## src/rtl/intirvx_decode_stage.sv

```systemverilog
// RV32 decode stage: combinational decode of the incoming word feeding a
// DEPTH-entry FIFO of decoded entries, plus a saturating illegal-instruction count.
module intirvx_decode_stage #(
    parameter int DEPTH = 2,
    parameter int XLEN  = 32,
    parameter int RV_M  = 0,
    parameter int CNT_W = 16
) (
    input  logic             clk,
    input  logic             reset_n,
    input  logic             flush,
    input  logic             in_valid,
    output logic             in_ready,
    input  logic [31:0]      in_inst,
    input  logic [XLEN-1:0]  in_pc,
    output logic             out_valid,
    input  logic             out_ready,
    output logic [1:0]       out_unit,
    output logic [2:0]       out_sub_unit,
    output logic [2:0]       out_sel,
    output logic             out_imm,
    output logic             out_jal,
    output logic             out_branch,
    output logic             out_fence,
    output logic             out_ecall,
    output logic             out_ebreak,
    output logic             out_mret,
    output logic             out_illegal,
    output logic [31:0]      out_inst,
    output logic [XLEN-1:0]  out_pc,
    output logic [CNT_W-1:0] illegal_cnt
);
    localparam int PW = (DEPTH > 1) ? $clog2(DEPTH) : 1;
    localparam int CW = $clog2(DEPTH + 1);

    typedef struct packed {
        logic [1:0]      unit;
        logic [2:0]      sub_unit;
        logic [2:0]      sel;
        logic            imm;
        logic            jal;
        logic            branch;
        logic            fence;
        logic            ecall;
        logic            ebreak;
        logic            mret;
        logic            illegal;
        logic [31:0]     inst;
        logic [XLEN-1:0] pc;
    } entry_t;

    entry_t        dec;
    entry_t        head;
    entry_t        mem [DEPTH];
    logic          bad;
    logic [6:0]    opcode;
    logic [2:0]    f3;
    logic [6:0]    f7;
    logic [PW-1:0] rd_ptr;
    logic [PW-1:0] wr_ptr;
    logic [CW-1:0] count;
    logic          push;
    logic          pop;

    assign opcode = in_inst[6:0];
    assign f3     = in_inst[14:12];
    assign f7     = in_inst[31:25];

    always_comb begin
        dec = '0;
        bad = 1'b0;
        if (in_inst[1:0] != 2'b11) begin
            bad = 1'b1;
        end else begin
            case (opcode)
                7'b0110111: dec.imm = 1'b1;
                7'b0010111: begin dec.sel = 3'd1; dec.imm = 1'b1; end
                7'b1101111: begin dec.sel = 3'd2; dec.imm = 1'b1; dec.jal = 1'b1; end
                7'b1100111: begin
                    if (f3 == 3'd0) begin
                        dec.sel = 3'd3; dec.imm = 1'b1; dec.branch = 1'b1;
                    end else bad = 1'b1;
                end
                7'b1100011: begin
                    dec.sub_unit = 3'd1; dec.imm = 1'b1; dec.branch = 1'b1;
                    case (f3)
                        3'd0: dec.sel = 3'd0;
                        3'd1: dec.sel = 3'd1;
                        3'd4: dec.sel = 3'd2;
                        3'd5: dec.sel = 3'd3;
                        3'd6: dec.sel = 3'd4;
                        3'd7: dec.sel = 3'd5;
                        default: bad = 1'b1;
                    endcase
                end
                7'b0000011: begin
                    dec.unit = 2'd1; dec.imm = 1'b1;
                    case (f3)
                        3'd0: dec.sel = 3'd0;
                        3'd1: dec.sel = 3'd1;
                        3'd2: dec.sel = 3'd2;
                        3'd4: dec.sel = 3'd3;
                        3'd5: dec.sel = 3'd4;
                        default: bad = 1'b1;
                    endcase
                end
                7'b0100011: begin
                    dec.unit = 2'd1; dec.sub_unit = 3'd1; dec.imm = 1'b1;
                    if (f3 <= 3'd2) dec.sel = f3;
                    else bad = 1'b1;
                end
                7'b0010011: begin
                    dec.imm = 1'b1;
                    case (f3)
                        3'd0: dec.sub_unit = 3'd2;
                        3'd1: begin
                            dec.sub_unit = 3'd4;
                            if (f7 != 7'b0000000) bad = 1'b1;
                        end
                        3'd5: begin
                            dec.sub_unit = 3'd4;
                            if (f7 == 7'b0000000) dec.sel = 3'd1;
                            else if (f7 == 7'b0100000) dec.sel = 3'd2;
                            else bad = 1'b1;
                        end
                        3'd2: begin dec.sub_unit = 3'd3; dec.sel = 3'd0; end
                        3'd3: begin dec.sub_unit = 3'd3; dec.sel = 3'd1; end
                        3'd4: begin dec.sub_unit = 3'd3; dec.sel = 3'd2; end
                        3'd6: begin dec.sub_unit = 3'd3; dec.sel = 3'd3; end
                        default: begin dec.sub_unit = 3'd3; dec.sel = 3'd4; end
                    endcase
                end
                7'b0110011: begin
                    if (f7 == 7'b0000000) begin
                        case (f3)
                            3'd0: dec.sub_unit = 3'd2;
                            3'd1: dec.sub_unit = 3'd4;
                            3'd2: begin dec.sub_unit = 3'd3; dec.sel = 3'd0; end
                            3'd3: begin dec.sub_unit = 3'd3; dec.sel = 3'd1; end
                            3'd4: begin dec.sub_unit = 3'd3; dec.sel = 3'd2; end
                            3'd5: begin dec.sub_unit = 3'd4; dec.sel = 3'd1; end
                            3'd6: begin dec.sub_unit = 3'd3; dec.sel = 3'd3; end
                            default: begin dec.sub_unit = 3'd3; dec.sel = 3'd4; end
                        endcase
                    end else if (f7 == 7'b0100000 && f3 == 3'd0) begin
                        dec.sub_unit = 3'd2; dec.sel = 3'd1;
                    end else if (f7 == 7'b0100000 && f3 == 3'd5) begin
                        dec.sub_unit = 3'd4; dec.sel = 3'd2;
                    end else if (RV_M != 0 && f7 == 7'b0000001) begin
                        // f3[2] splits MUL* from DIV/REM; low bits pick the variant
                        dec.unit     = 2'd3;
                        dec.sub_unit = {2'b00, f3[2]};
                        dec.sel      = {1'b0, f3[1:0]};
                    end else bad = 1'b1;
                end
                7'b0001111: begin
                    dec.fence = 1'b1;
                    if (f3 == 3'd1) dec.imm = 1'b1;
                    else if (f3 != 3'd0) bad = 1'b1;
                end
                7'b1110011: begin
                    case (f3)
                        3'd1, 3'd2, 3'd3: begin dec.unit = 2'd2; dec.sel = f3 - 3'd1; end
                        3'd5, 3'd6, 3'd7: begin
                            dec.unit = 2'd2; dec.sel = f3 - 3'd5; dec.imm = 1'b1;
                        end
                        3'd0: begin
                            if (in_inst == 32'h0000_0073) dec.ecall = 1'b1;
                            else if (in_inst == 32'h0010_0073) dec.ebreak = 1'b1;
                            else if (in_inst == 32'h3020_0073) dec.mret = 1'b1;
                            else bad = 1'b1;
                        end
                        default: bad = 1'b1;
                    endcase
                end
                default: bad = 1'b1;
            endcase
        end
        if (bad) begin
            dec = '0;
            dec.illegal = 1'b1;
        end
        dec.inst = in_inst;
        dec.pc   = in_pc;
    end

    assign in_ready  = (count < CW'(DEPTH)) && !flush && reset_n;
    assign out_valid = (count != '0);
    assign push      = in_valid && in_ready;
    assign pop       = out_valid && out_ready && !flush;

    function automatic logic [PW-1:0] bump(input logic [PW-1:0] p);
        return (p == PW'(DEPTH - 1)) ? '0 : p + 1'b1;
    endfunction

    always_ff @(posedge clk) begin
        if (!reset_n) begin
            count       <= '0;
            rd_ptr      <= '0;
            wr_ptr      <= '0;
            illegal_cnt <= '0;
        end else begin
            if (flush) begin
                count  <= '0;
                rd_ptr <= '0;
                wr_ptr <= '0;
            end else begin
                if (push) wr_ptr <= bump(wr_ptr);
                if (pop) rd_ptr <= bump(rd_ptr);
                if (push && !pop) count <= count + CW'(1);
                else if (pop && !push) count <= count - CW'(1);
            end
            if (push && dec.illegal && illegal_cnt != '1)
                illegal_cnt <= illegal_cnt + CNT_W'(1);
        end
    end

    // Entry storage needs no reset; it is only observed while count says it is live.
    always_ff @(posedge clk) begin
        if (push) mem[wr_ptr] <= dec;
    end

    assign head         = out_valid ? mem[rd_ptr] : '0;
    assign out_unit     = head.unit;
    assign out_sub_unit = head.sub_unit;
    assign out_sel      = head.sel;
    assign out_imm      = head.imm;
    assign out_jal      = head.jal;
    assign out_branch   = head.branch;
    assign out_fence    = head.fence;
    assign out_ecall    = head.ecall;
    assign out_ebreak   = head.ebreak;
    assign out_mret     = head.mret;
    assign out_illegal  = head.illegal;
    assign out_inst     = head.inst;
    assign out_pc       = head.pc;
endmodule

```

## config.mk

```make
export PLATFORM = sky130hd
export DESIGN_NAME = intirvx_decode_stage
export DESIGN_NICKNAME = d
export VERILOG_FILES = /design/src/rtl/intirvx_decode_stage.sv
export SDC_FILE = /design/constraint.sdc
export NUM_CORES = 1
export LEC_CHECK = 0
export ABC_AREA = 1
export BUFFER_PORTS_ARGS = -buffer_cell sky130_fd_sc_hd__buf_2
export CAP_MARGIN = 25
export CORE_MARGIN = 3
export CORE_UTILIZATION = 45
export DETAILED_ROUTE_END_ITERATION = 10
export GPL_TIMING_DRIVEN = 0
export PLACE_DENSITY_LB_ADDON = 0.12
export SLEW_MARGIN = 40
export SYNTH_ARGS = -nofsm -noshare
export SYNTH_HDL_FRONTEND = slang
export SYNTH_SLANG_ARGS = --single-unit
export TNS_END_PERCENT = 20
```

## constraint.sdc

```tcl
create_clock -name clk -period 6.5 [get_ports clk]
set_input_delay 0.65 -clock clk [delete_from_list [all_inputs] [get_ports clk]]
set_output_delay 0.65 -clock clk [all_outputs]
set_load 0.02 [all_outputs]
```

==> flow_summary.json, run 1 <==
{
  "initialDrtViolationCount": 477,
  "cts_tree": "yes",
  "achievable-frequency_ghz": 0.338,
  "post_synth.cell_area_avg_um2": 9.85,
  "reg2regPathDepth": 9,
  "worstHoldStart": "in_pc[29]",
  "max_slew_violation_count": 0,
  "power_density_mw_per_mm2": 244,
  "die_height_um": 141,
  "area_share_of_the_leading_cell_type_in_the_synthesized_netlist_pct": 58.7,
  "cts.reportedPaths.clkPinSlew_ns": 0.07,
  "floorplan.die_area_mm2": 0.0199,
  "timing.clock.skew_ns": 0.00911,
  "grt_max_degree": 20,
  "io_pins": 167,
  "synth-seq-area-share_pct": 63.8,
  "power_leakage_uw": 0.00426,
  "clock_insertion_delay_worst_skew_ns": 0.43,
  "post_cts.resized_instances": 0,
  "grt_util_all_layers_pct": 19.9,
  "worstPathMaxFanout": 10,
  "post-route-drc-count": 0,
  "report.final.hold_viol_count": 0,
  "hold-path-endpoint": "mem[0][29]$_DFFE_PP_",
  "synth_area_mm2": 0.00819,
  "ant_nets": 0,
  "drt-wirelength-per-cell_um": 15.6,
  "unrepaired_setup_endpoints_after_global_routing": "false",
  "port-buffer-count": 165,
  "worst_case_clock_buffer_depth": 2,
  "syn-num-nets": 907,
  "final_min_period_over_clock_period_pct": 45.6,
  "worst_setup_path_start_kind": "flip-flop",
  "global_route_wire_length_before_repair_um": 30800,
  "postRouteWirelength_um": 19700,
  "synthFlopType": "sky130_fd_sc_hd__edfxtp_1",
  "initial_core_util_pct": 46.7,
  "vias_per_cell": 5.10,
  "netlist_top_cells_area": "sky130_fd_sc_hd__edfxtp_1 59%, sky130_fd_sc_hd__nand2_1 11%, sky130_fd_sc_hd__a21oi_1 5.9%, sky130_fd_sc_hd__dfxtp_1 5.1%, sky130_fd_sc_hd__nor2_1 3.3%",
  "critical_path_class": "reg -> out",
  "yosys_register_bits": 181,
  "first_global_vias": 5968,
  "finalNetCount": 1099,
  "period_minus_slack_ns": 2.96,
  "cts-buffers-inserted": 17,
  "grt_antenna_before_repair": 0,
  "drv.max_cap_violation_count": 0,
  "min_delay_path_depth": 1,
  "cts_sinks": 181,
  "rr_endpoint": "count[1]$_SDFFE_PP0P_",
  "cts-root-buf": "sky130_fd_sc_hd__clkbuf_16",
  "min_path_type": "in -> reg",
  "number_of_distinct_library_cells_after_synthesis": 37,
  "tightest_slew_ns": 0.722,
  "tot_pwr_uw": 2460,
  "worstSetupEndpointType": "output pin",
  "drive_above_1_share_pct": 23.6,
  "rows": 48,
  "ys.warnings.count": 0,
  "finalNonFillerCells": 1262,
  "gp_routability_congestion": 0.878,
  "via_count_of_the_routed_design": 6436,
  "dp_cells": 1229,
  "postCtsHoldBufs": 0,
  "outcome": "finished, final reports clean",
  "postSynthCellCount": 831,
  "worstPathRequired_ns": 5.85,
  "die_w_um": 141,
  "post_cts_repair_setup_buffers": 0,
  "synth-edff-count": 160,
  "yosysTopAreaCell": "sky130_fd_sc_hd__edfxtp_1",
  "cp_data_arrival_time_ns": 2.31,
  "setup_viol": 0,
  "grt_overflow": 0,
  "slew_headroom_pct": 51.8,
  "areaGrowthSynthToFinish_pct": 23.0,
  "placeableCoreArea_mm2": 0.0175,
  "async_reset_ff_share_pct": 0,
  "drt-pass1-iter-count": 5,
  "worst_reg_to_reg_setup_slack_ns": 4.42,
  "ir_drop_mv": 0.190,
  "worst_r2r_startpoint": "count[1]$_SDFFE_PP0P_",
  "clock_tree.htree_level_count": 4,
  "dp.final_hpwl_um": 14000
}
layout make-up:
class                           instances  area [um2]
Sequential cell                       181        5230
Inverter                               71         269
Fill cell                            1572        7470
Timing Repair Buffer                  173         996
Clock inverter                         14         155
Clock buffer                           18         429
Multi-Input combinational cell        544        2540
Buffer                                 35         169
Tap cell                              225         282
Antenna cell                            1        2.50
cells by family after synthesis:
| logic type | after synthesis | synth area share, % |
|---|---|---|
| buffers and inverters | 106 | 5.35 |
| flip-flops | 181 | 63.8 |
| XOR/XNOR | 5 | 0.535 |
| AND/OR/NAND/NOR | 410 | 21.5 |
| AO/OA/AOI/OAI | 122 | 7.78 |
| adder cells (fa/ha/maj) | 7 | 1.07 |
power by group:
part / total, uW / internal (uW) / switching [uW] / leakage [uW]
Combinational: 172 / 55.6 / 116 / 0.00230
Clock: 1000 / 570 / 433 / 0.000280
Sequential: 1290 / 1280 / 6.30 / 0.00168
worst max-delay path, stage by stage (launching register included):
cell                       delay [ns]
sky130_fd_sc_hd__dfxtp_1         0.30
sky130_fd_sc_hd__clkbuf_1        0.27
sky130_fd_sc_hd__inv_2           0.32
sky130_fd_sc_hd__clkbuf_1        0.40
sky130_fd_sc_hd__nand2_1         0.11
sky130_fd_sc_hd__a21oi_1         0.26
sky130_fd_sc_hd__buf_2           0.23
Yosys cell counts (all sizes together) (3+ instances only):
cell    number
a21oi       97
a31oi        3
buf         10
clkbuf      25
dfxtp       21
edfxtp     160
ha           7
inv         71
nand2      261
nand3       34
nand4       12
nor2        79
nor3        17
nor4         5
o21ai       15
xor2         5
layout by cell type (no fill, tap or decap), drive strengths merged:
| master | netlist | final |
|---|---|---|
| buf | 10 | 183 |
| nor3 | 17 | 17 |
| a31o | 1 | 1 |
| inv | 71 | 73 |
| dfxtp | 21 | 21 |
| nor2 | 79 | 79 |
| o21ai | 15 | 15 |
| o32ai | 1 | 1 |
| clkbuf | 25 | 43 |
| a32oi | 1 | 1 |
| clkinvlp | 0 | 2 |
| a21oi | 97 | 97 |
| a41oi | 1 | 1 |
| o211ai | 1 | 1 |
| bufinv | 0 | 2 |
| nand4 | 12 | 12 |
| ha | 7 | 7 |
| a211oi | 1 | 1 |
| diode | 0 | 1 |
| nor4 | 5 | 5 |
| and2 | 1 | 1 |
| xor2 | 5 | 5 |
| o21bai | 1 | 1 |
| nand3 | 34 | 34 |
| nand2 | 261 | 261 |
| a31oi | 3 | 3 |
| clkinv | 0 | 8 |
| nor3b | 1 | 1 |
| edfxtp | 160 | 160 |
metrics by stage:
| stage | utilization [%] | TNS, ns | cell area [um2] | hold slack [ns] | setup slack [ns] |
|---|---|---|---|---|---|
| global placement | 53.0 | -104.67 | 9300 | 0.459 | -0.688 |
| detailed placement | 54.1 | 0 | 9480 | 0.466 | 3.57 |
| global route | 57.4 | 0 | 10100 | 0.387 | 3.35 |
| floorplan | - | 0 | 8190 | 0.447 | 1.22 |
| finish | 57.4 | 0 | 10100 | 0.404 | 3.54 |
| CTS | 57.4 | 0 | 10100 | 0.389 | 3.49 |
flip-flops by register name, indices dropped and copies added, names as in the netlist, named ones only:
register and cells:
rd_ptr 1, mem 160, illegal_cnt 16, wr_ptr 1
count 2
how the worst max path moves through the flow:
stage,start,cells after the start,slack [ns],end
final,flip-flop,6,3.54,out_ecall
after CTS,flip-flop,6,3.49,out_ecall
after detailed placement,in_inst[13],14,3.57,mem[0][76]$_DFFE_PP_
after global placement,reset_n,5,-0.69,mem[0][24]$_DFFE_PP_
after global routing,flip-flop,6,3.35,out_ecall
after floorplan,reset_n,5,1.22,mem[0][0]$_DFFE_PP_
per-layer routing:
metal / share of wire [%] / vias up / global-route usage (%) / routed length [um]
li1: - / 3190 / - / -
met1: 45 / 3010 / 27.6 / 8790
met2: 47 / 207 / 31.7 / 9190
met3: 6.5 / 29 / 3.93 / 1270
met4: 2.1 / 0 / 6.63 / 405
met5: 0 / - / 0 / 0
Note: power is estimated with default switching activity, not from simulation.
==> run 2: changes to the inputs <==
--- a/config.mk
+++ b/config.mk
@@ -5,7 +5,7 @@
 export SDC_FILE = /design/constraint.sdc
 export NUM_CORES = 1
 export LEC_CHECK = 0
-export ABC_AREA = 1
+export ABC_AREA = 0
 export BUFFER_PORTS_ARGS = -buffer_cell sky130_fd_sc_hd__buf_2
 export CAP_MARGIN = 25
 export CORE_MARGIN = 3
==> constraint.sdc (replaced) <==
create_clock -name clk -period 3.1 [get_ports clk]
set_input_delay 0.31 -clock clk [delete_from_list [all_inputs] [get_ports clk]]
set_output_delay 0.31 -clock clk [all_outputs]
set_load 0.02 [all_outputs]
==> flow_summary.json, run 2 <==
{
  "outcome": "finished, final reports clean",
  "worstPathRequired_ns": 2.79,
  "global_route_wire_length_before_repair_um": 28200,
  "clock_tree.htree_level_count": 4,
  "tightest_slew_ns": 0.765,
  "drt-wirelength-per-cell_um": 17.0,
  "rr_endpoint": "illegal_cnt[9]$_SDFFE_PN0P_",
  "vias_per_cell": 5.23,
  "gp_routability_congestion": 0.872,
  "power_density_mw_per_mm2": 524,
  "die_w_um": 140,
  "cp_data_arrival_time_ns": 2.41,
  "post_synth.cell_area_avg_um2": 13.1,
  "yosys_register_bits": 181,
  "drv.max_cap_violation_count": 0,
  "post_synth_most_frequent_cells": "160 x sky130_fd_sc_hd__edfxtp_1, 116 x sky130_fd_sc_hd__nor2_1, 90 x sky130_fd_sc_hd__mux2i_1",
  "slew_headroom_pct": 49.0,
  "placeableCoreArea_mm2": 0.0174,
  "postCtsHoldBufs": 0,
  "tot_pwr_uw": 5190,
  "via_count_of_the_routed_design": 5453,
  "floorplan.die_area_mm2": 0.0195,
  "largest_register_ffs": 160,
  "grt_antenna_before_repair": 0,
  "grt_util_all_layers_pct": 18.2,
  "grt_max_degree": 33,
  "worstPathMaxFanout": 10,
  "post_route_standard_cell_area_excluding_fillers_mm2": 0.00990,
  "timing.setup.tns_ns": 0,
  "reg2regPathDepth": 9,
  "grt_overflow": 0,
  "synth-seq-area-share_pct": 65.1,
  "period_minus_slack_ns": 2.72,
  "area_share_of_the_leading_cell_type_in_the_synthesized_netlist_pct": 59.8,
  "synth.most_common_cell": "sky130_fd_sc_hd__edfxtp_1",
  "layout.cells.most_common": "sky130_fd_sc_hd__buf_2",
  "multi_input_comb_area_mm2": 0.00262,
  "worst_reg_to_reg_setup_slack_ns": 0.81,
  "drt-pass1-iter-count": 5,
  "unrepaired_setup_endpoints_after_global_routing": "false",
  "ir_drop_mv": 0.384,
  "io_pins": 167,
  "clock_insertion_delay_worst_skew_ns": 0.43,
  "synth-edff-count": 160,
  "cts-buffers-inserted": 17,
  "cts.reportedPaths.clkPinSlew_ns": 0.07,
  "worst_r2r_startpoint": "illegal_cnt[0]$_SDFFE_PN0P_",
  "final_cell_mix": "169 x sky130_fd_sc_hd__buf_2, 160 x sky130_fd_sc_hd__edfxtp_1, 115 x sky130_fd_sc_hd__nor2_1",
  "nFillCells": 1481,
  "worstHoldStart": "in_pc[21]",
  "postSynthCellCount": 612,
  "min_path_type": "in -> reg",
  "max_flop_register": "mem",
  "areaGrowthSynthToFinish_pct": 23.3,
  "ys.warnings.count": 0,
  "cts_tree": "yes",
  "first_global_vias": 5437,
  "timing.clock.skew_ns": 0.0108,
  "cts-root-buf": "sky130_fd_sc_hd__clkbuf_16",
  "async_reset_ff_share_pct": 0,
  "netlist_top_cells_area": "sky130_fd_sc_hd__edfxtp_1 60%, sky130_fd_sc_hd__mux2i_1 11%, sky130_fd_sc_hd__nor2_1 5.4%, sky130_fd_sc_hd__dfxtp_1 5.2%, sky130_fd_sc_hd__nand2_1 1.5%",
  "initialDrtViolationCount": 367,
  "power_leakage_uw": 0.00364,
  "setup_viol": 0,
  "dp.final_hpwl_um": 12900,
  "synth_area_mm2": 0.00803,
  "hold_ws_ns": 0.0698,
  "worstSetupEndpointType": "output pin",
  "dpl-instance-area_mm2": 0.00932,
  "final_min_period_over_clock_period_pct": 87.7,
  "cts_sinks": 181,
  "critical_path_class": "reg -> out",
  "initial_core_util_pct": 46.3,
  "finalNonFillerCells": 1042,
  "min_delay_path_depth": 1,
  "hold-path-endpoint": "mem[1][21]$_DFFE_PP_",
  "max_slew_violation_count": 0,
  "post_cts_repair_setup_buffers": 0,
  "report.final.hold_viol_count": 0,
  "achievable-frequency_ghz": 0.368,
  "post-route-drc-count": 0,
  "layout.area.seq_mm2": 0.00523,
  "die_height_um": 140,
  "dp_cells": 1010,
  "ant_nets": 0,
  "post_cts.resized_instances": 0,
  "finalNetCount": 880,
  "syn-num-nets": 688,
  "worst_case_clock_buffer_depth": 2,
  "drive_above_1_share_pct": 27.9,
  "port-buffer-count": 166,
  "worst_setup_path_start_kind": "flip-flop",
  "rows": 48,
  "synthFlopType": "sky130_fd_sc_hd__edfxtp_1",
  "yosysTopAreaCell": "sky130_fd_sc_hd__edfxtp_1",
  "number_of_distinct_library_cells_after_synthesis": 60,
  "reg.largest.list": "mem: 160 flops, illegal_cnt: 16 flops, count: 2 flops",
  "postRouteWirelength_um": 17700,
  "antennaDiodeCount": 0
}
-- run 2: area by class of cell --
type / instances / share of cell area, %
Clock buffer: 18 / 4.33
Tap cell: 225 / 2.84
Clock inverter: 14 / 1.53
Sequential cell: 181 / 52.8
Timing Repair Buffer: 173 / 10.1
Inverter: 13 / 0.493
Buffer: 33 / 1.52
Multi-Input combinational cell: 385 / 26.5
-- run 2: how the worst max path moves through the flow --
stage | from | end | slack, ns
final | flip-flop | out_sel[2] | 0.38
after global routing | flip-flop | out_illegal | 0.22
after CTS | flip-flop | out_inst[2] | 0.32
after detailed placement | in_inst[12] | mem[0][77]$_DFFE_PP_ | 0.09
after global placement | flush | mem[1][29]$_DFFE_PP_ | -1.16
after floorplan | flush | mem[1][0]$_DFFE_PP_ | -0.08
-- run 2: power breakdown --
group          switching (uW)  total [uW]  internal (uW)
Sequential               10.7        2700           2690
Clock                     901        2100           1200
Combinational             251         391            140
-- run 2: kinds of logic after synthesis --
group           count (synthesis)  synth area share (%)
compound gates                 57                  6.08
buf+inv                        46                  2.48
xor+xnor                        8                 0.872
flops                         181                  65.1
simple gates                  222                  13.0
mux                            91                  11.4
fa+ha+maj                       7                  1.09
-- run 2: critical path, cell delays in order (launching register included) --
cell and delay, ns:
sky130_fd_sc_hd__dfxtp_1 0.30, sky130_fd_sc_hd__clkbuf_1 0.49, sky130_fd_sc_hd__buf_1 0.63, sky130_fd_sc_hd__mux2i_1 0.34, sky130_fd_sc_hd__nor2_1 0.06, sky130_fd_sc_hd__buf_2 0.17
-- run 2: routing by layer --
metal	up-vias	share of wire, %	track usage, %
met2	178	48	29.1
li1	2649	-	-
met1	2610	45	24.7
met3	16	5.5	3.92
met4	0	1.5	6.27
met5	-	0	0
-- run 2: through the flow --
step	setup slack, ns	util (%)
after floorplan	-0.0827	-
after global placement	-1.16	52.7
after detailed placement	0.0939	53.7
after CTS	0.317	57.1
after global routing	0.222	57.1
final	0.382	57.1
